### src/rtl/acq_pkg.sv
// acq_pkg: shared state encoding and counter width for the acquisition sequencer
package acq_pkg;
  localparam int CNT_W_DEF = 16;
  typedef enum logic [2:0] {
    ST_IDLE     = 3'd0,
    ST_RESET    = 3'd1,
    ST_CLKSW    = 3'd2,
    ST_LOCKWAIT = 3'd3,
    ST_SETTLE   = 3'd4,
    ST_RUN      = 3'd5,
    ST_STOP     = 3'd6,
    ST_ERROR    = 3'd7
  } state_t;
endpackage

### src/rtl/down_counter.sv
// down_counter: loadable saturating down-counter with zero flag
module down_counter #(
  parameter int W = 16
) (
  input  logic         clk,
  input  logic         rst,
  input  logic         load,
  input  logic         en,
  input  logic [W-1:0] load_val,
  output logic         zero
);
  logic [W-1:0] count;
  // load has priority; decrement stops at zero
  always_ff @(posedge clk)
    if (rst) count <= '0;
    else count <= load ? load_val : (en && count != '0) ? count - 1'b1 : count;
  assign zero = count == '0;
endmodule

### src/rtl/acq_sequencer.sv
// acq_sequencer: capture-session sequencer (reset, optional clock switch, settle, run, stop)
module acq_sequencer
  import acq_pkg::*;
#(
  parameter int RESET_CYCLES  = 16,
  parameter int LOCK_TIMEOUT  = 65535,
  parameter int SETTLE_CYCLES = 64,
  parameter int STOP_CYCLES   = 8,
  parameter int CNT_W         = CNT_W_DEF
) (
  input  logic       clk,
  input  logic       rst,
  input  logic       start,
  input  logic       stop,
  input  logic       clock_select_req,
  input  logic       clk_locked,
  input  logic       fifo_overflow,
  input  logic       clear_overflow,
  output logic       acq_enable,
  output logic       acq_reset,
  output logic       clock_select,
  output logic       clkgen_rst,
  output logic       running,
  output logic       busy,
  output logic       error,
  output logic       overflow_sticky,
  output logic [2:0] state_out
);
  localparam int MAX_CNT = 2 ** CNT_W - 1;
  localparam logic [CNT_W-1:0] RESET_LD  = CNT_W'(RESET_CYCLES - 1);
  localparam logic [CNT_W-1:0] LOCK_LD   = CNT_W'(LOCK_TIMEOUT - 1);
  localparam logic [CNT_W-1:0] SETTLE_LD = CNT_W'(SETTLE_CYCLES - 1);
  localparam logic [CNT_W-1:0] STOP_LD   = CNT_W'(STOP_CYCLES - 1);

  if (RESET_CYCLES < 2 || LOCK_TIMEOUT < 1 || SETTLE_CYCLES < 1 || STOP_CYCLES < 1 ||
      RESET_CYCLES > MAX_CNT || LOCK_TIMEOUT > MAX_CNT ||
      SETTLE_CYCLES > MAX_CNT || STOP_CYCLES > MAX_CNT) begin : g_cfg_err
    $error("acq_sequencer: cycle parameter out of range for CNT_W");
  end

  state_t state, nxt;
  logic sel_next, load, take_sel, do_switch, zero;
  logic [CNT_W-1:0] load_val;

  down_counter #(.W(CNT_W)) u_cnt (
    .clk(clk), .rst(rst), .load(load), .en(1'b1), .load_val(load_val), .zero(zero)
  );

  // state register
  always_ff @(posedge clk)
    if (rst) state <= ST_IDLE;
    else state <= nxt;

  // next state and counter reloads; stop preempts every active pre-run/run state
  always_comb begin
    nxt       = state;
    load      = 1'b0;
    load_val  = '0;
    take_sel  = 1'b0;
    do_switch = 1'b0;
    if (stop && state inside {ST_RESET, ST_CLKSW, ST_LOCKWAIT, ST_SETTLE, ST_RUN}) begin
      nxt      = ST_STOP;
      load     = 1'b1;
      load_val = STOP_LD;
    end else begin
      unique case (state)
        ST_IDLE:
          if (start && !stop) begin
            nxt      = ST_RESET;
            load     = 1'b1;
            load_val = RESET_LD;
            take_sel = 1'b1;
          end
        ST_RESET:
          if (zero) begin
            load = 1'b1;
            if (sel_next != clock_select) begin
              nxt       = ST_CLKSW;
              load_val  = RESET_LD;
              do_switch = 1'b1;
            end else begin
              nxt      = ST_SETTLE;
              load_val = SETTLE_LD;
            end
          end
        ST_CLKSW:
          if (zero) begin
            nxt      = ST_LOCKWAIT;
            load     = 1'b1;
            load_val = LOCK_LD;
          end
        ST_LOCKWAIT:
          if (clk_locked) begin
            nxt      = ST_SETTLE;
            load     = 1'b1;
            load_val = SETTLE_LD;
          end else if (zero) nxt = ST_ERROR;
        ST_SETTLE: nxt = zero ? ST_RUN : ST_SETTLE;
        ST_RUN:    nxt = ST_RUN;
        ST_STOP:   nxt = zero ? ST_IDLE : ST_STOP;
        ST_ERROR:  nxt = (start || stop) ? ST_IDLE : ST_ERROR;
      endcase
    end
  end

  // registered outputs decoded from the state being entered; overflow set beats clear
  always_ff @(posedge clk)
    if (rst) begin
      acq_enable      <= 1'b0;
      acq_reset       <= 1'b1;
      clkgen_rst      <= 1'b0;
      clock_select    <= 1'b0;
      sel_next        <= 1'b0;
      overflow_sticky <= 1'b0;
    end else begin
      acq_enable      <= nxt == ST_RUN;
      acq_reset       <= !(nxt inside {ST_SETTLE, ST_RUN, ST_STOP});
      clkgen_rst      <= nxt == ST_CLKSW;
      clock_select    <= do_switch ? sel_next : clock_select;
      sel_next        <= take_sel ? clock_select_req : sel_next;
      overflow_sticky <= (state == ST_RUN && fifo_overflow) || (overflow_sticky && !clear_overflow);
    end

  assign running   = state == ST_RUN;
  assign busy      = !(state inside {ST_IDLE, ST_ERROR});
  assign error     = state == ST_ERROR;
  assign state_out = state;
endmodule

### config.mk
export PLATFORM = sky130hd
export DESIGN_NAME = acq_sequencer
export DESIGN_NICKNAME = d
export VERILOG_FILES = /design/src/rtl/acq_pkg.sv /design/src/rtl/down_counter.sv /design/src/rtl/acq_sequencer.sv
export SDC_FILE = /design/constraint.sdc
export NUM_CORES = 1
export LEC_CHECK = 0
export CAP_MARGIN = 20
export CORE_MARGIN = 10
export CORE_UTILIZATION = 45
export DETAILED_ROUTE_END_ITERATION = 8
export MAX_ROUTING_LAYER = met4
export PLACE_DENSITY = 0.72
export SYNTH_ARGS = -nofsm -noshare
export SYNTH_HDL_FRONTEND = slang
export SYNTH_SLANG_ARGS = --single-unit
### constraint.sdc
create_clock -name clk -period 5.52 [get_ports clk]
set_clock_uncertainty 0.05 [all_clocks]
set_input_delay 1.104 -clock clk [delete_from_list [all_inputs] [get_ports clk]]
set_output_delay 1.104 -clock clk [all_outputs]
set_load 0.005 [all_outputs]
### Yosys cells after proc, flatten, opt, wreduce, memory -nomap -nowiden

Index checks and enable logic that the tools add are counted.

| word-level totals | value |
|---|---|
| bits in registers | 25 |
| output and inout bits | 11 |
| word-level logic and storage cells | 70 |

| operators by class | value |
|---|---|
| add/subtract/negate cells | 1 |
| equal/unequal tests | 12 |
| multiplexer cells | 31 |
| reductions and logical operators | 18 |

Operators by type and width:

| cell | count |
|---|---|
| $mux W16 | 4 |
| $pmux W16 S4 | 1 |
| $mux W3 | 9 |
| $pmux W3 S8 | 1 |
| $eq A3 B3 Y1 const B | 7 |
| $mux W6 | 3 |
| $logic_not A16 Y1 | 1 |
| $reduce_bool A16 Y1 | 1 |
| $sub A16 B1 Y16 const B | 1 |
| $mux W1 | 11 |
| $eq A3 B2 Y1 const B | 3 |
| $reduce_bool A5 Y1 | 1 |
| $logic_and A1 B1 Y1 | 4 |
| $logic_not A1 Y1 | 4 |
| $mux W4 | 1 |
| $reduce_bool A2 Y1 | 2 |
| $eq A3 B1 Y1 const B | 1 |
| $logic_not A3 Y1 | 1 |
| $pmux W1 S3 | 1 |
| $reduce_bool A3 Y1 | 1 |
| $logic_or A1 B1 Y1 | 2 |
| $reduce_or A2 Y1 | 1 |
| $ne A1 B1 Y1 | 1 |

### Longest topological paths before layout

| depth | value |
|---|---|
| word-level depth | 8 |
| mapped depth | 8 |

### Cells and area by module

Synthesis repeated with hierarchy kept, for this count alone.

| unflattened totals | value |
|---|---|
| cells, all modules | 216 |
| area total of the unflattened synthesis | 1729.2 µm² |

Modules (own cells, without submodules):

| module | instances | cells each | area an instance (µm²) | sequential area each (µm²) |
|---|---|---|---|---|
| down_counter | 1 | 134 | 1074.8 | 320.3 |
| acq_sequencer | 1 | 82 | 654.4 | 180.2 |

### Worst setup path after synthesis

OpenSTA, ideal clock, no wires.

| timing | value |
|---|---|
| kind | in2reg |
| start | in stop |
| end | reg u_cnt.count[0] |
| library setup time | 0.128 ns |
| arrival | 2.128 ns |
| required time | 5.342 ns |
| setup slack | 3.215 ns |
| stages | 5 |
| path buffers | 1 |
| cell sequence | buf_2 -> nor3b_1 -> a2111oi_0 -> a2bb2oi_1 -> nor2_1 |

| on the way | value |
|---|---|
| longest elaborated chain between the ends | 6 |
| elaborated cells between the ends (all ways) | 11 |
| those cells by class | 7 x mux; 4 x reduce/logical |

Ends and longest elaborated chain:

| what | RTL line | text |
|---|---|---|
| from (decl) | acq_sequencer.sv:14 | `input logic stop,` |
| $logic_not A1 Y1 | acq_sequencer.sv:68 | `if (start && !stop) begin` |
| $logic_and A1 B1 Y1 | acq_sequencer.sv:68 |  |
| $mux W4 / $mux W1 (equally long branches) | acq_sequencer.sv:68 |  |
| $pmux W16 S4 / $pmux W1 S3 (equally long branches) | acq_sequencer.sv:66 | `unique case (state)` |
| $mux W16 / $mux W1 (equally long branches) | acq_sequencer.sv:61 | `if (stop && state inside {ST_RESET, ST_CLKSW, ST_LOCKWAIT, ST_SETTLE, ST_RUN}) begin` |
| $mux W16 / $reduce_bool A2 Y1 (equally long branches) | -- |  |
| to (signal assigned) | down_counter.sv:16 | `else count <= load ? load_val : (en && count != '0) ? count - 1'b1 : count;` |
| to (decl) | down_counter.sv:12 | `logic [W-1:0] count;` |

Parallel ways exist; a longest one is shown, timed or not.
A chain may end at the register's enable or synchronous reset.

### Worst setup path after layout

| timing | value |
|---|---|
| start | reg state[1], in the netlist state_out[1] |
| end | out busy |

| on the way | value |
|---|---|
| longest elaborated chain between the ends | 3 |
| elaborated cells between the ends (all ways) | 4 |
| those cells by class | 1 x eq/ne; 3 x reduce/logical |

Ends and longest elaborated chain:

| what | RTL line | text |
|---|---|---|
| from (decl) | acq_sequencer.sv:41 | `state_t state, nxt;` |
| from (signal assigned) | acq_sequencer.sv:52 | `else state <= nxt;` |
| $eq A3 B3 Y1 / $logic_not A3 Y1 (equally long branches) | acq_sequencer.sv:125 | `assign busy = !(state inside {ST_IDLE, ST_ERROR});` |
| $reduce_bool A2 Y1 (*) | acq_sequencer.sv:125 |  |
| $logic_not A1 Y1 (*) | acq_sequencer.sv:125 |  |
| to (decl) | acq_sequencer.sv:24 | `output logic busy,` |

Every way passes the cells marked *; elsewhere a longest branch is shown, timed or not.

==> metrics.txt <==
status finished, final reports clean; placed cell area 0.00170 sq mm; Clock Pin Slew Worst Setup and Hold Paths 0.14 ns; Vias/cell 5.55; area grow syn2layout 13.7%; drt pass-1 iters 4; # DRC 0; register bit total from synthesis 25; first-pass GRT wire length 5710 microns; Post-CTS Setup Inserts 0; Max-slew headroom 49.9%; DRT Wirelength 3330 microns; yosys warns 0; Skew-Pair Late Insertion Delay 0.34 ns; Req. time, crit path 4.37 ns; I/O Pins 19; Main synth FF type dfxtp_1; reg2reg start u_cnt.count[0]$_SDFFE_PP0P_; largest net degree at the start of global routing 23; CTS HTree Levels 1; CP Launch Type flop; CTS root buf clkbuf_4; layout net count 197; R2R setup slack 3.19 ns; DRT iter0 DRCs 70; die area 0.00610 sq mm; Vias 1287; max-cap viol count 0; WS Path Type flop to output pin; Synth cell types 50; vias in the first global route 1273; WL/cell 14.4 microns; cells along the critical path nor3_2, nor2_1, clkdlybuf4s50_1; Core Box Area 0.00331 sq mm; start point of the worst hold path sel_next$_SDFFE_PP0P_; leakage 0.000627 uW; final hold vios 0; syn_nets 181; peak supply drop 0.281 mV; cts bufs inserted 3; Worst EP arrival 1.97 ns; Setup crit end kind output pin; clock sinks 25; Total GRT Usage 11.3%; Post-DP HPWL 2470 microns; Overflow after GRT 0; asr flop ratio synth 0%; Die Span X 78.1 microns; EDFF count, synth 0; CP max-delay cell dfxtp_1; layout cell share with drive strength beyond 1 9.68%; Max Freq 320 MHz; hold endpoint sel_next$_SDFFE_PP0P_; P per Cell Area 562 mW/mm^2; Max Slew Vio Count 0; worst-path maximum fanout 22; Pwr Total 972 uW; Hold Path Class flop to flop; die height 78.1 microns; Mapped Area 0.00152 sq mm; RSZ-0062 raised after global routing no; FF-to-FF End u_cnt.count[10]$_SDFFE_PP0P_; worst stage delay on the critical path 0.81 ns; fin crit share 56.6%; worst-case reg-to-reg path depth 7; Least-Margin Pin Slew 0.733 ns; Port Buf Inserts 18; Setup TNS 0 ns; hold buffer count at CTS 0; # rows 21; CTS resizes 0; CTS max path bufs 2; ANT cells 0; fin crit period 3.12 ns; Cells after Synth 171; Routed Antenna Nets 0; final setup vio count 0; Final GP Congestion 0.871; CP Buf/Inv Count 1; CTS tree yes; sequential share of the synthesized area 32.9%; initial antenna violation count 0; Initial Util 45.9%; Cells on Worst Hold Path 2; syn_area_per_cell 8.89 sq um; Final Cell Area 0.00173 sq mm; CP top delay family flip-flops
==> flip-flops by register name, summed over array words and instances, names as in the netlist <==
register	count
u_cnt.count	16
state_out	3
acq_enable	1
acq_reset	1
clkgen_rst	1
clock_select	1
overflow_sticky	1
sel_next	1
==> cell families after synthesis <==
family	share of synthesized area [%]
AND/OR/NAND/NOR	30.0
AO/OA/AOI/OAI	20.3
flip-flops	32.9
adder cells (fa/ha/maj)	1.65
XOR/XNOR	9.22
buffers and inverters	4.53
multiplexers	1.32
==> through the flow <==
stage	instances	hold slack [ns]	setup WS, ns	util [%]
5_1_grt	232	0.566	2.28	52.2
4_1_cts	232	0.516	2.40	52.2
3_3_place_gp	228	0.474	2.46	51.4
2_1_floorplan	171	0.458	3.21	-
6_report	232	0.509	2.40	52.2
3_5_place_dp	228	0.492	2.35	51.4
==> synthesized netlist by cell type, drive strengths merged (2+ instances only) <==
cell	count	area [sq um]
a21boi	3	22.5
dfxtp	25	500
a21oi	7	35.0
mux2i	2	20.0
o21a	3	22.5
nor3	7	45.0
xnor2	10	87.6
buf	4	26.3
nand3	2	10.0
or3	2	13.8
o21ai	15	78.8
clkbuf	3	31.3
a211oi	3	22.5
nor4b	6	58.8
and4	2	18.8
nor3b	4	30.0
nor2	20	75.1
nand2b	5	31.3
nand2	12	45.0
ha	2	25.0
inv	3	11.3
xor2	6	52.6
and3	2	12.5
nor4	6	67.6
==> per-layer routing <==
layer  routed length, microns  up-vias  share of wire, %  track usage (%)
met4                       52        0               1.6             4.12
met1                     1570      600                47             13.6
met3                      104        5               3.1             2.05
met5                        0        -                 0                -
li1                         -      655                 -                -
met2                     1610       27                48             18.5
==> where the power goes <==
part / total (uW) / switching (uW) / internal, uW / leakage, uW
registers: 349 / 104 / 246 / 0.000205
clock network: 88.8 / 61.4 / 27.3 / 0.0000177
logic: 534 / 281 / 252 / 0.000405
==> tightest hold or removal path: stages (launching register included) <==
cell     delay, ns
dfxtp_1       0.36
mux2i_1       0.13
nor2_1        0.05
==> layout by cell type, fill, tap and decap left out, types with 6 or more instances in the layout <==
cell,netlist,final
xnor2_1,10,10
nand2_1,12,12
o21ai_0,12,12
clkdlybuf4s50_1,0,18
dfxtp_1,25,25
nor2_1,20,20
xor2_1,6,6
a21oi_1,7,7
==> worst max-delay path by stage <==
| stage | start | end | depth (start not counted) |
|---|---|---|---|
| floorplan | stop | u_cnt.count[0]$_SDFFE_PP0P_ | 5 |
| global placement | stop | u_cnt.count[7]$_SDFFE_PP0P_ | 6 |
| detailed placement | stop | u_cnt.count[10]$_SDFFE_PP0P_ | 6 |
| CTS | state_out[1]$_SDFF_PP0_ | busy | 3 |
| global route | state_out[1]$_SDFF_PP0_ | busy | 3 |
| finish | state_out[1]$_SDFF_PP0_ | busy | 3 |
==> layout make-up <==
type | instances | area, sq um
multi-input cells | 136 | 951
clock buffers | 3 | 22.5
repair buffers | 18 | 180
fillers | 327 | 1580
well taps | 46 | 57.6
clock inverters | 1 | 5.00
flip-flops and latches | 25 | 500
inverters | 3 | 11.3
Power figures use the tool's default switching activity.
